===== config.mk =====
export PLATFORM = sky130hd
export DESIGN_NAME = or_share_arb_flat
export DESIGN_NICKNAME = d
export VERILOG_FILES = /design/src/rtl/or_share_arb_pkg.sv /design/src/rtl/or_share_arb_if.sv /design/src/rtl/or_share_arb_rr_picker.sv /design/src/rtl/or_share_arb.sv /design/src/flat_wrapper.sv
export SDC_FILE = /design/constraint.sdc
export NUM_CORES = 1
export LEC_CHECK = 0
export CORE_UTILIZATION = 36
export CTS_CLUSTER_SIZE = 25
export DETAILED_ROUTE_END_ITERATION = 16
export PLACE_DENSITY = 0.76
export REMOVE_ABC_BUFFERS = 1
export SYNTH_ARGS = -nofsm -noshare
export SYNTH_HDL_FRONTEND = slang
export SYNTH_SLANG_ARGS = --single-unit

===== constraint.sdc =====
create_clock -name clk -period 3 [get_ports clk]
set_clock_uncertainty 0.15 [all_clocks]
set_input_delay 0.45 -clock clk [delete_from_list [all_inputs] [get_ports clk]]
set_output_delay 0.45 -clock clk [all_outputs]
set_load 0.005 [all_outputs]

===== src/rtl/or_share_arb_pkg.sv =====
// Shared definitions for the OR-share arbiter slice.
// Holds the default requester count and operand width, the helper that
// derives the requester-index width, and the result-slot state encoding.
package or_share_arb_pkg;

    localparam int unsigned N_REQ_DEF = 4;
    localparam int unsigned WIDTH_DEF = 8;

    // Index width for n requesters; never narrower than one bit.
    function automatic int unsigned id_width(input int unsigned n);
        return (n > 2) ? $clog2(n) : 1;
    endfunction

    localparam int unsigned ID_W_DEF = id_width(N_REQ_DEF);

    // EMPTY: result register holds nothing; FULL: result register valid.
    typedef enum logic {
        EMPTY = 1'b0,
        FULL  = 1'b1
    } state_t;

endpackage


===== src/rtl/or_share_arb_if.sv =====
// Handshake bundle for or_share_arb.
// Requester side : req_valid/req_ready per requester, operands req_a/req_b
//                  packed as [i*WIDTH +: WIDTH] per requester i.
// Result side    : res_valid/res_ready handshake, res_data (OR result),
//                  res_id (index of the requester that produced res_data).
// Modport slave is the arbiter's view; master is the environment's view.
interface or_share_arb_if
    import or_share_arb_pkg::*;
#(
    parameter int unsigned N_REQ = N_REQ_DEF,
    parameter int unsigned WIDTH = WIDTH_DEF
);
    localparam int unsigned ID_W = id_width(N_REQ);

    logic [N_REQ-1:0]       req_valid;
    logic [N_REQ-1:0]       req_ready;
    logic [N_REQ*WIDTH-1:0] req_a;
    logic [N_REQ*WIDTH-1:0] req_b;
    logic                   res_valid;
    logic                   res_ready;
    logic [WIDTH-1:0]       res_data;
    logic [ID_W-1:0]        res_id;

    modport slave (
        input  req_valid, req_a, req_b, res_ready,
        output req_ready, res_valid, res_data, res_id
    );

    modport master (
        output req_valid, req_a, req_b, res_ready,
        input  req_ready, res_valid, res_data, res_id
    );

endinterface


===== src/rtl/or_share_arb_rr_picker.sv =====
// Round-robin picker, purely combinational.
// req       : request vector (already qualified by the caller)
// ptr       : highest-priority index; search proceeds upward with wrap
// grant     : one-hot grant (all zero when nothing requested)
// grant_idx : binary index of the granted requester
// any_grant : high when some requester was granted
module rr_picker #(
    parameter int unsigned N_REQ = 4,
    parameter int unsigned ID_W  = 2
) (
    input  logic [N_REQ-1:0] req,
    input  logic [ID_W-1:0]  ptr,
    output logic [N_REQ-1:0] grant,
    output logic [ID_W-1:0]  grant_idx,
    output logic             any_grant
);

    localparam logic [ID_W:0] N_L = (ID_W+1)'(N_REQ);

    // One extra bit so ptr+k can be reduced modulo N_REQ without overflow.
    logic [ID_W:0] cand;

    always_comb begin
        grant     = '0;
        grant_idx = '0;
        any_grant = 1'b0;
        cand      = '0;
        for (int unsigned k = 0; k < N_REQ; k++) begin
            cand = {1'b0, ptr} + (ID_W+1)'(k);
            if (cand >= N_L) begin
                cand = cand - N_L;
            end
            if (!any_grant && req[cand[ID_W-1:0]]) begin
                grant[cand[ID_W-1:0]] = 1'b1;
                grant_idx             = cand[ID_W-1:0];
                any_grant             = 1'b1;
            end
        end
    end

endmodule


===== src/rtl/or_share_arb.sv =====
// Shares one WIDTH-bit OR datapath among N_REQ requesters with
// round-robin arbitration and a single registered result slot.
// clk : rising-edge clock
// rst : synchronous active-high reset
// bus : or_share_arb_if.slave -- request handshakes/operands in,
//       result handshake/data/id out
module or_share_arb
    import or_share_arb_pkg::*;
#(
    parameter int unsigned N_REQ = N_REQ_DEF,
    parameter int unsigned WIDTH = WIDTH_DEF
) (
    input logic          clk,
    input logic          rst,
    or_share_arb_if.slave bus
);

    localparam int unsigned    ID_W = id_width(N_REQ);
    localparam logic [ID_W-1:0] LAST = ID_W'(N_REQ - 1);

    state_t           state;
    logic [ID_W-1:0]  ptr;
    logic [WIDTH-1:0] res_data_q;
    logic [ID_W-1:0]  res_id_q;

    logic             slot_free;
    logic [N_REQ-1:0] req_qual;
    logic [N_REQ-1:0] grant;
    logic [ID_W-1:0]  grant_idx;
    logic             any_grant;
    logic [WIDTH-1:0] or_res;

    // Slot may be refilled in the same cycle it drains; reset blocks grants.
    assign slot_free = (state == EMPTY) || bus.res_ready;
    assign req_qual  = bus.req_valid & {N_REQ{slot_free && !rst}};

    rr_picker #(
        .N_REQ (N_REQ),
        .ID_W  (ID_W)
    ) u_picker (
        .req       (req_qual),
        .ptr       (ptr),
        .grant     (grant),
        .grant_idx (grant_idx),
        .any_grant (any_grant)
    );

    // AND-OR select of the granted operand pair, then the shared OR.
    always_comb begin
        or_res = '0;
        for (int unsigned i = 0; i < N_REQ; i++) begin
            if (grant[i]) begin
                or_res = or_res | bus.req_a[i*WIDTH +: WIDTH]
                                | bus.req_b[i*WIDTH +: WIDTH];
            end
        end
    end

    always_ff @(posedge clk) begin
        if (rst) begin
            state      <= EMPTY;
            ptr        <= '0;
            res_data_q <= '0;
            res_id_q   <= '0;
        end else if (any_grant) begin
            state      <= FULL;
            res_data_q <= or_res;
            res_id_q   <= grant_idx;
            ptr        <= (grant_idx == LAST) ? '0 : grant_idx + 1'b1;
        end else if (state == FULL && bus.res_ready) begin
            state <= EMPTY;
        end
    end

    assign bus.req_ready = grant;
    assign bus.res_valid = (state == FULL);
    assign bus.res_data  = res_data_q;
    assign bus.res_id    = res_id_q;

endmodule


===== src/flat_wrapper.sv =====
// flat-port wrapper written by rule: the top's interface ports become plain ports
module or_share_arb_flat import or_share_arb_pkg::*;
#(
    parameter int unsigned N_REQ = N_REQ_DEF,
    parameter int unsigned WIDTH = WIDTH_DEF
)
  (clk, rst, bus_req_valid, bus_req_a, bus_req_b, bus_res_ready, bus_req_ready, bus_res_valid, bus_res_data, bus_res_id);
  or_share_arb_if #(.N_REQ(N_REQ), .WIDTH(WIDTH)) bus_i ();
  input logic clk;
  input logic rst;
  input wire logic [$bits(bus_i.req_valid)-1:0] bus_req_valid;
  input wire logic [$bits(bus_i.req_a)-1:0] bus_req_a;
  input wire logic [$bits(bus_i.req_b)-1:0] bus_req_b;
  input wire logic [$bits(bus_i.res_ready)-1:0] bus_res_ready;
  output wire logic [$bits(bus_i.req_ready)-1:0] bus_req_ready;
  output wire logic [$bits(bus_i.res_valid)-1:0] bus_res_valid;
  output wire logic [$bits(bus_i.res_data)-1:0] bus_res_data;
  output wire logic [$bits(bus_i.res_id)-1:0] bus_res_id;
  assign bus_i.req_valid = bus_req_valid;
  assign bus_i.req_a = bus_req_a;
  assign bus_i.req_b = bus_req_b;
  assign bus_i.res_ready = bus_res_ready;
  assign bus_req_ready = bus_i.req_ready;
  assign bus_res_valid = bus_i.res_valid;
  assign bus_res_data = bus_i.res_data;
  assign bus_res_id = bus_i.res_id;
  or_share_arb #(.N_REQ(N_REQ), .WIDTH(WIDTH)) u_core (.clk(clk), .rst(rst), .bus(bus_i));
endmodule

; ---- Word-level counts from Yosys, hierarchy flattened
; Index checks and enable logic that the tools add are counted.
[totals]
regBits = 13
wordCells = 91
[op_classes]
order_cmp = 12
reduce_logical = 15
n_bitwise = 12
addsub = 8
mux = 39
eq_ne = 1
[ops]
columns = operator, count
row1 = $or A8 B8 Y8, 7
row2 = $mux W8, 4
row3 = $mux W2, 9
row4 = $mux W4, 4
row5 = $mux W1, 14
row6 = $lt A2 B3 Y1 const B, 4
row7 = $or A4 B4 Y4, 3
row8 = $ge A3 B3 Y1 const B, 3
row9 = $logic_and A1 B1 Y1, 9
row10 = $bmux W1 S2, 4
row11 = $demux W1 S2, 4
row12 = $ge A2 B1 Y1 const B, 4
row13 = $sub A2 B1 Y2 const B, 4
row14 = $add A2 B2 Y3 const B, 2
row15 = $and A4 B4 Y4, 1
row16 = $logic_not A1 Y1, 4
row17 = $add A2 B1 Y3 const B, 1
row18 = $ge A2 B3 Y1 const B, 1
row19 = $add A2 B1 Y2 const B, 1
row20 = $eq A2 B2 Y1 const B, 1
row21 = $reduce_bool A2 Y1, 1
row22 = $logic_or A1 B1 Y1, 1
row23 = $not A1 Y1, 1

; ---- Depth between registers and ports, before layout
[depth]
ltp_word = 26
ltp_mapped = 9

; ---- By module
; From an unflattened synthesis, not the netlist that was laid out.
[hier_totals]
hier_cells = 135
hier_area_um2 = 1119.8
[modules_own_cells]
columns = mod, seq_area_each_um2, area_per_inst_um2, instances, cells_each
row1 = or_share_arb, 260.2, 698.2, 1, 90
row2 = rr_picker, 0.0, 421.7, 1, 45

; ---- Worst setup path after synthesis
; No wires, ideal clock.
[synth_timing]
path_type = flip-flop to flip-flop
start = register (tool-made name)
end = register u_core.res_data_q[4], in the netlist u_core.bus.res_data[4]
setup_time_ps = 120
t_arrival_ps = 2505
synth_period_minus_slack_ps = 2775
t_required_ps = 2730
path_stages_with_launch = 10
slack_ps = 225
cell_sequence = dfxtp_1 inv_1 ha_1 clkbuf_1 and3b_1 o21ai_0 a21boi_0 o31ai_4 o22ai_1 o31a_1
[synth_lines]
columns = element, line
row1 = end signal: assignment, or_share_arb.sv:67  ; res_data_q <= or_res;
row2 = end: declaration, or_share_arb.sv:23  ; logic [WIDTH-1:0] res_data_q;

==> results by group <==
Cells and area
  – Final net count: approximately 380
  – Area grow syn2layout: 98.1%
  – Diodes inserted: 0
  – Final Cell Area: 2620 sq um
  – Utilization of the core after routing: 76.7%
  – Share of cells above drive strength 1: approximately a quarter

Outcome
  – Status: complete, no violations

Die
  – DIE AREA: around 3900 sq um
  – Die H: about 63 um
  – Ports: 86
  – Core area: 3420 sq um
  – Starting density of the core: between 30% and 40%
  – Die width: 62.6 um
  – Row count: 21

Global route
  – Met3 Use GR: under 10%
  – GRT overflow: 0
  – Met2 usage: 49.6%
  – Met1 Use GR: about a third
  – First-pass GRT wire length: 8420 um
  – Antenna violations before repair: 0
  – GRT busiest layer: met2
  – Pin count of the biggest net entering global routing: 14
  – Total GRT Usage: between 20% and 30%
  – Vias in the first global route: 1790

Flow run
  – Max Cap Violations: 0

Logic synthesis
  – Share of synthesized registers carrying an async set or reset: 0%
  – Syn Inst Count: 170
  – Mean Syn Cell Area: ~7.8 sq um
  – Post-synthesis cell type count: 44
  – Ys flop type: dfxtp_1
  – Synthesized flop and latch total: 13
  – Synth Cell Area: between 1000 and 1500 sq um
  – Seq/Total Area, Yosys: 19.7%
  – YS warnings: 0
  – EDFF count, synth: 0

Setup path
  – CP endpoint: bus_req_ready[2]
  – WS Path Type: reg2out
  – Cell chain of the critical path: buf_4 -> mux4_2 -> and3_1 -> or4_1 -> dlygate4sd2_1
  – CP startpoint kind: flop
  – Endpoint class of the critical path: output port
  – Slowest cell delay on critical path: 560 ps
  – Worst EP required: 2400 ps
  – Crit path DAT: approximately 2300 ps
  – CP max FO: 5
  – RR Endpoint: u_core.bus.res_data[4]
  – R2R cell count: 11
  – R2r setup slk: around 470 ps
  – Slowest cell on crit path: mux4_2

CTS
  – Sink count of the clock tree: 13
  – # H-tree levels: 1
  – Deepest clock path buffer count: 2
  – # hold bufs at CTS: 0
  – Clk pin slew, worst setup/hold paths: roughly 80 ps
  – Number of CTS-inserted buffers: 3
  – CTS tree: built
  – Root Driver: clkbuf_4
  – Clock Latency Late Sink: between 200 and 300 ps

Placement
  – Area after DPL: roughly 2500 sq um
  – HPWL after DPL: 4170 um
  – Number of buffers added on ports: 85
  – GPL Wtd Cong: just over 0.9

Routing
  – WL final: 5170 um
  – Wire per inst: ~15 um
  – Drt via density: around 5.2
  – Via count: around 1.8k
  – Antenna viol nets, final: 0
  – Iter 0 DRT Violations: between 60 and 70
  – Drt pass-1 iters: 4
  – Drt drc: 0

Min path
  – HP Class: reg2reg

Timing
  – Unrepaired setup endpoints after global routing: no
  – Final setup vio count: 0
  – Worst Tran Pin Value: 614 ps
  – Fin Setup TNS: 0 ps
  – Final period util: a little over nine tenths
  – Final slew viol count: 0
  – Post-route minimum period: roughly 2900 ps
  – Worst hold slack: about 300 ps
  – Max_slew headroom: about three fifths
  – Max frequency: around 0.34 GHz
  – Final Hold Fails: 0

Power and ir drop
  – Peak supply drop: about 300 uV
  – Pwr dens: ~380 nW/um^2
  – Leak: approximately 0.0011 uW
  – Pwr Total: between 900 and 1000 uW
cell usage after synthesis (3+ instances only):
master / number / share of area (%)
o221a_2: 7 / 6.0
or4_1: 3 / 1.7
nand2b_1: 5 / 2.4
inv_1: 6 / 1.7
nor2_1: 33 / 9.4
nand3_1: 3 / 1.1
o22ai_1: 15 / 7.1
dfxtp_1: 13 / 20
nor3_1: 9 / 3.4
o21ai_0: 4 / 1.5
mux2i_1: 4 / 3.0
a21oi_1: 9 / 3.4
nand2_1: 6 / 1.7
clkbuf_1: 5 / 1.4
ha_1: 7 / 6.6
nor3b_1: 5 / 2.8
mux4_2: 3 / 5.1
sequential cells by signal, indices dropped and copies added, names as in the netlist, named ones only:
name / cells
u_core.bus.res_valid: 1
u_core.ptr: 1
u_core.bus.res_data: 8
u_core.bus.res_id: 2
power breakdown:
group / internal, uW / total [uW] / switching [uW]
clock: 51.6 / 111 / 59.9
sequential: 199 / 211 / 12.6
combinational: 386 / 676 / 290
metal layers:
metal	vias up	wire length (um)
met5	-	0
met4	0	14
met3	2	336
met2	65	2610
met1	833	2200
li1	904	-
area by class of cell:
| cell class | count | area [sq um] |
|---|---|---|
| well taps | 46 | 57.6 |
| clock buffers | 4 | 26.3 |
| repair buffers | 134 | 1210 |
| inverters | 6 | 22.5 |
| multi-input cells | 142 | 1040 |
| flip-flops and latches | 13 | 263 |
| fillers | 265 | 796 |
repair_timing:
| action | in CTS | in global routing |
|---|---|---|
| resized for setup | 15 | 5 |
| pin swaps | 2 | 1 |
| setup endpoints to repair | 4 | 4 |
| setup buffers | 5 | 1 |
worst max-delay path: cells and delay by family, from the launching register on:
| kind | cells | cell delay (ps) |
|---|---|---|
| mux | 1 | 560 |
| simple gates | 2 | 730 |
| flops | 1 | 340 |
| buf+inv | 2 | 420 |
cell usage in the layout, fill, tap and decap left out, types with 2 or more instances in the layout:
master,synthesis,final
nand2b_1,5,5
buf_4,0,49
dlygate4sd2_1,0,6
o22ai_1,15,15
ha_1,7,6
clkbuf_4,0,3
a21oi_1,9,9
dfxtp_2,0,2
o21ai_0,4,4
dfxtp_1,13,11
nor4b_2,0,2
mux4_2,3,3
nor3_1,9,9
or4_1,3,3
nor2_1,33,32
clkdlybuf4s50_1,0,77
a22o_1,2,2
o221a_2,7,7
or2b_1,2,2
xnor2_1,2,2
nand2_1,6,6
mux2i_1,4,4
nand3_1,3,3
nor3b_1,5,4
a31oi_1,2,2
inv_1,6,6
metrics by stage:
stage                     cells  setup slack, ps
after global routing        345             2.59
after detailed placement    335             -471
after global placement      335             -397
final                       345             81.6
after CTS                   344             1.31
after floorplan             161            -33.1
worst min-delay path by stage:
stage                              start  depth (start not counted)                    to
CTS                 u_core.bus.res_id[0]                          2  u_core.bus.res_id[0]
global route        u_core.bus.res_id[0]                          2  u_core.bus.res_id[0]
global placement    u_core.bus.res_id[0]                          2  u_core.bus.res_id[0]
finish              u_core.bus.res_id[0]                          2  u_core.bus.res_id[0]
detailed placement  u_core.bus.res_id[0]                          2  u_core.bus.res_id[0]
floorplan           u_core.bus.res_id[0]                          2  u_core.bus.res_id[0]
kinds of logic after synthesis:
group	Yosys count	synth area share, %
buffers and inverters	15	5.11
xor gates and xnor gates	2	1.32
muxes	7	8.14
adders and majority gates	7	6.62
and+or+nand+nor	76	29.4
DFF	13	19.7
AOI/OAI and AO/OA	50	29.7
Power figures use the tool's default switching activity.
==> variant: new RTL, same flow settings <==
`WIDTH_DEF`: 8 -> 10.
--- a/src/rtl/or_share_arb_pkg.sv
+++ b/src/rtl/or_share_arb_pkg.sv
@@ -4,7 +4,7 @@
 package or_share_arb_pkg;
 
     localparam int unsigned N_REQ_DEF = 4;
-    localparam int unsigned WIDTH_DEF = 8;
+    localparam int unsigned WIDTH_DEF = 10;
 
     // Index width for n requesters; never narrower than one bit.
     function automatic int unsigned id_width(input int unsigned n);
Interface: changed (resized bus_req_a, bus_req_b and bus_res_data); port bits go from 86 to 104. The function was not compared with the original's and may differ.
==> variant against the unedited design <==
Global-route usage shrank 2.0 points; count of clock-buffer cells in the layout decreased by 1; sequential cell count grew 2; total power increased by 24%; wire length up 11%; setup slack improved by 0.014 ns; final area up 8.4%; non-clock buffer count shrank 2; area after synthesis grew 19%; critical path type unchanged; critical endpoint is now bus_req_ready[1].
==> variant: results (changes against the unedited design) <==
| Metric | Value |
|---|---|
| Status | `complete, no violations` |
| Compound-gate portion of the synthesized area | `46.8% (+17 points)` |
| Met3 Wirelength | `382 µm (+14%)` |
| M1 WL | `2270 µm (+3.1%)` |
| Port Buf Inserts | `103 (+21%)` |
| WL/cell | `16.8 µm (+12%)` |
| Vias per std cell | `5.44 (+4.0%)` |
| RePlAce Congestion | `0.887 (-2.0%)` |
| Inst Count DP | `332 (-0.90%)` |
| Mux share of post-synthesis cell area | `5.59% (-2.5 points)` |
| Yosys cell types | `47 (+6.8%)` |
| R2R setup slack | `0.30 ns (-0.17 ns)` |
| Worst-case reg-to-reg path depth | `12 (+1)` |
| Routed wl met2 | `3060 µm (+17%)` |
| Sw Ratio | `37.8% (+1.5 points)` |
| M3 GR Usage | `4.00% (-1.8 points)` |
| Leak Pwr | `1.04 nW (-5.0%)` |
| Gr usage total | `24.8% (-2.0 points)` |
| Post-CTS Repair Setup Buffers | `4 (-1)` |
| Dpl hpwl | `4520 µm (+8.4%)` |
| CP arrival | `2.30 ns (-0.02 ns)` |
| Max rail drop VDD | `0.000373 V (+24%)` |
| Synth top area cells | `dfxtp_1 19%, o21ai_0 11%, a41oi_2 10%` |
| # resized after CTS | `13 (-2)` |
| Reg2reg end | `u_core.bus.res_data[0]$_SDFFE_PP0P_` |
| Sequential power | `0.248 mW (+18%)` |
| Seq/Total Area, Yosys | `19.2% (-0.52 points)` |
| Adder-cell area share of the yosys netlist | `6.38% (-0.24 points)` |
| Max reg flops | `10 (+2)` |
| Crit-path slowest cell | `dfxtp_1` |
| Post-synthesis xor/xnor area fraction | `1.12% (-0.21 points)` |
| Root Buffer | `clkbuf_8` |
| Final std cells w/o fill | `342 (-0.87%)` |
==> variant: changes by cell type after synthesis, moves of 8 or more <==
| cell | delta |
|---|---|
| a41oi_2 | +10 |
| nor2_1 | -31 |
| nor3_1 | -8 |
| o21ai_0 | +30 |
| o21ai_2 | +9 |
| o22ai_1 | -14 |
| o31ai_1 | +10 |
==> variant: area by class of cell <==
type,count,area [µm²]
fillers,340,1250
multi-input cells,137,1180
repair buffers,132,1240
clock inverters,1,5.00
inverters,4,15.0
clock buffers,3,41.3
flip-flops and latches,15,300
well taps,50,62.6
==> variant: through the flow <==
step / setup slack [ns] / hold WS, ns / area [µm²] / setup TNS (ns)
finish: 0.0952 / 0.312 / 2840 / 0
global route: 0.00214 / 0.346 / 2840 / 0
CTS: -0.0941 / 0.313 / 2820 / -0.0941
detailed placement: -0.285 / 0.301 / 2720 / -1.01
global placement: -0.240 / 0.292 / 2720 / -0.854
floorplan: 0.0554 / 0.292 / 1460 / 0
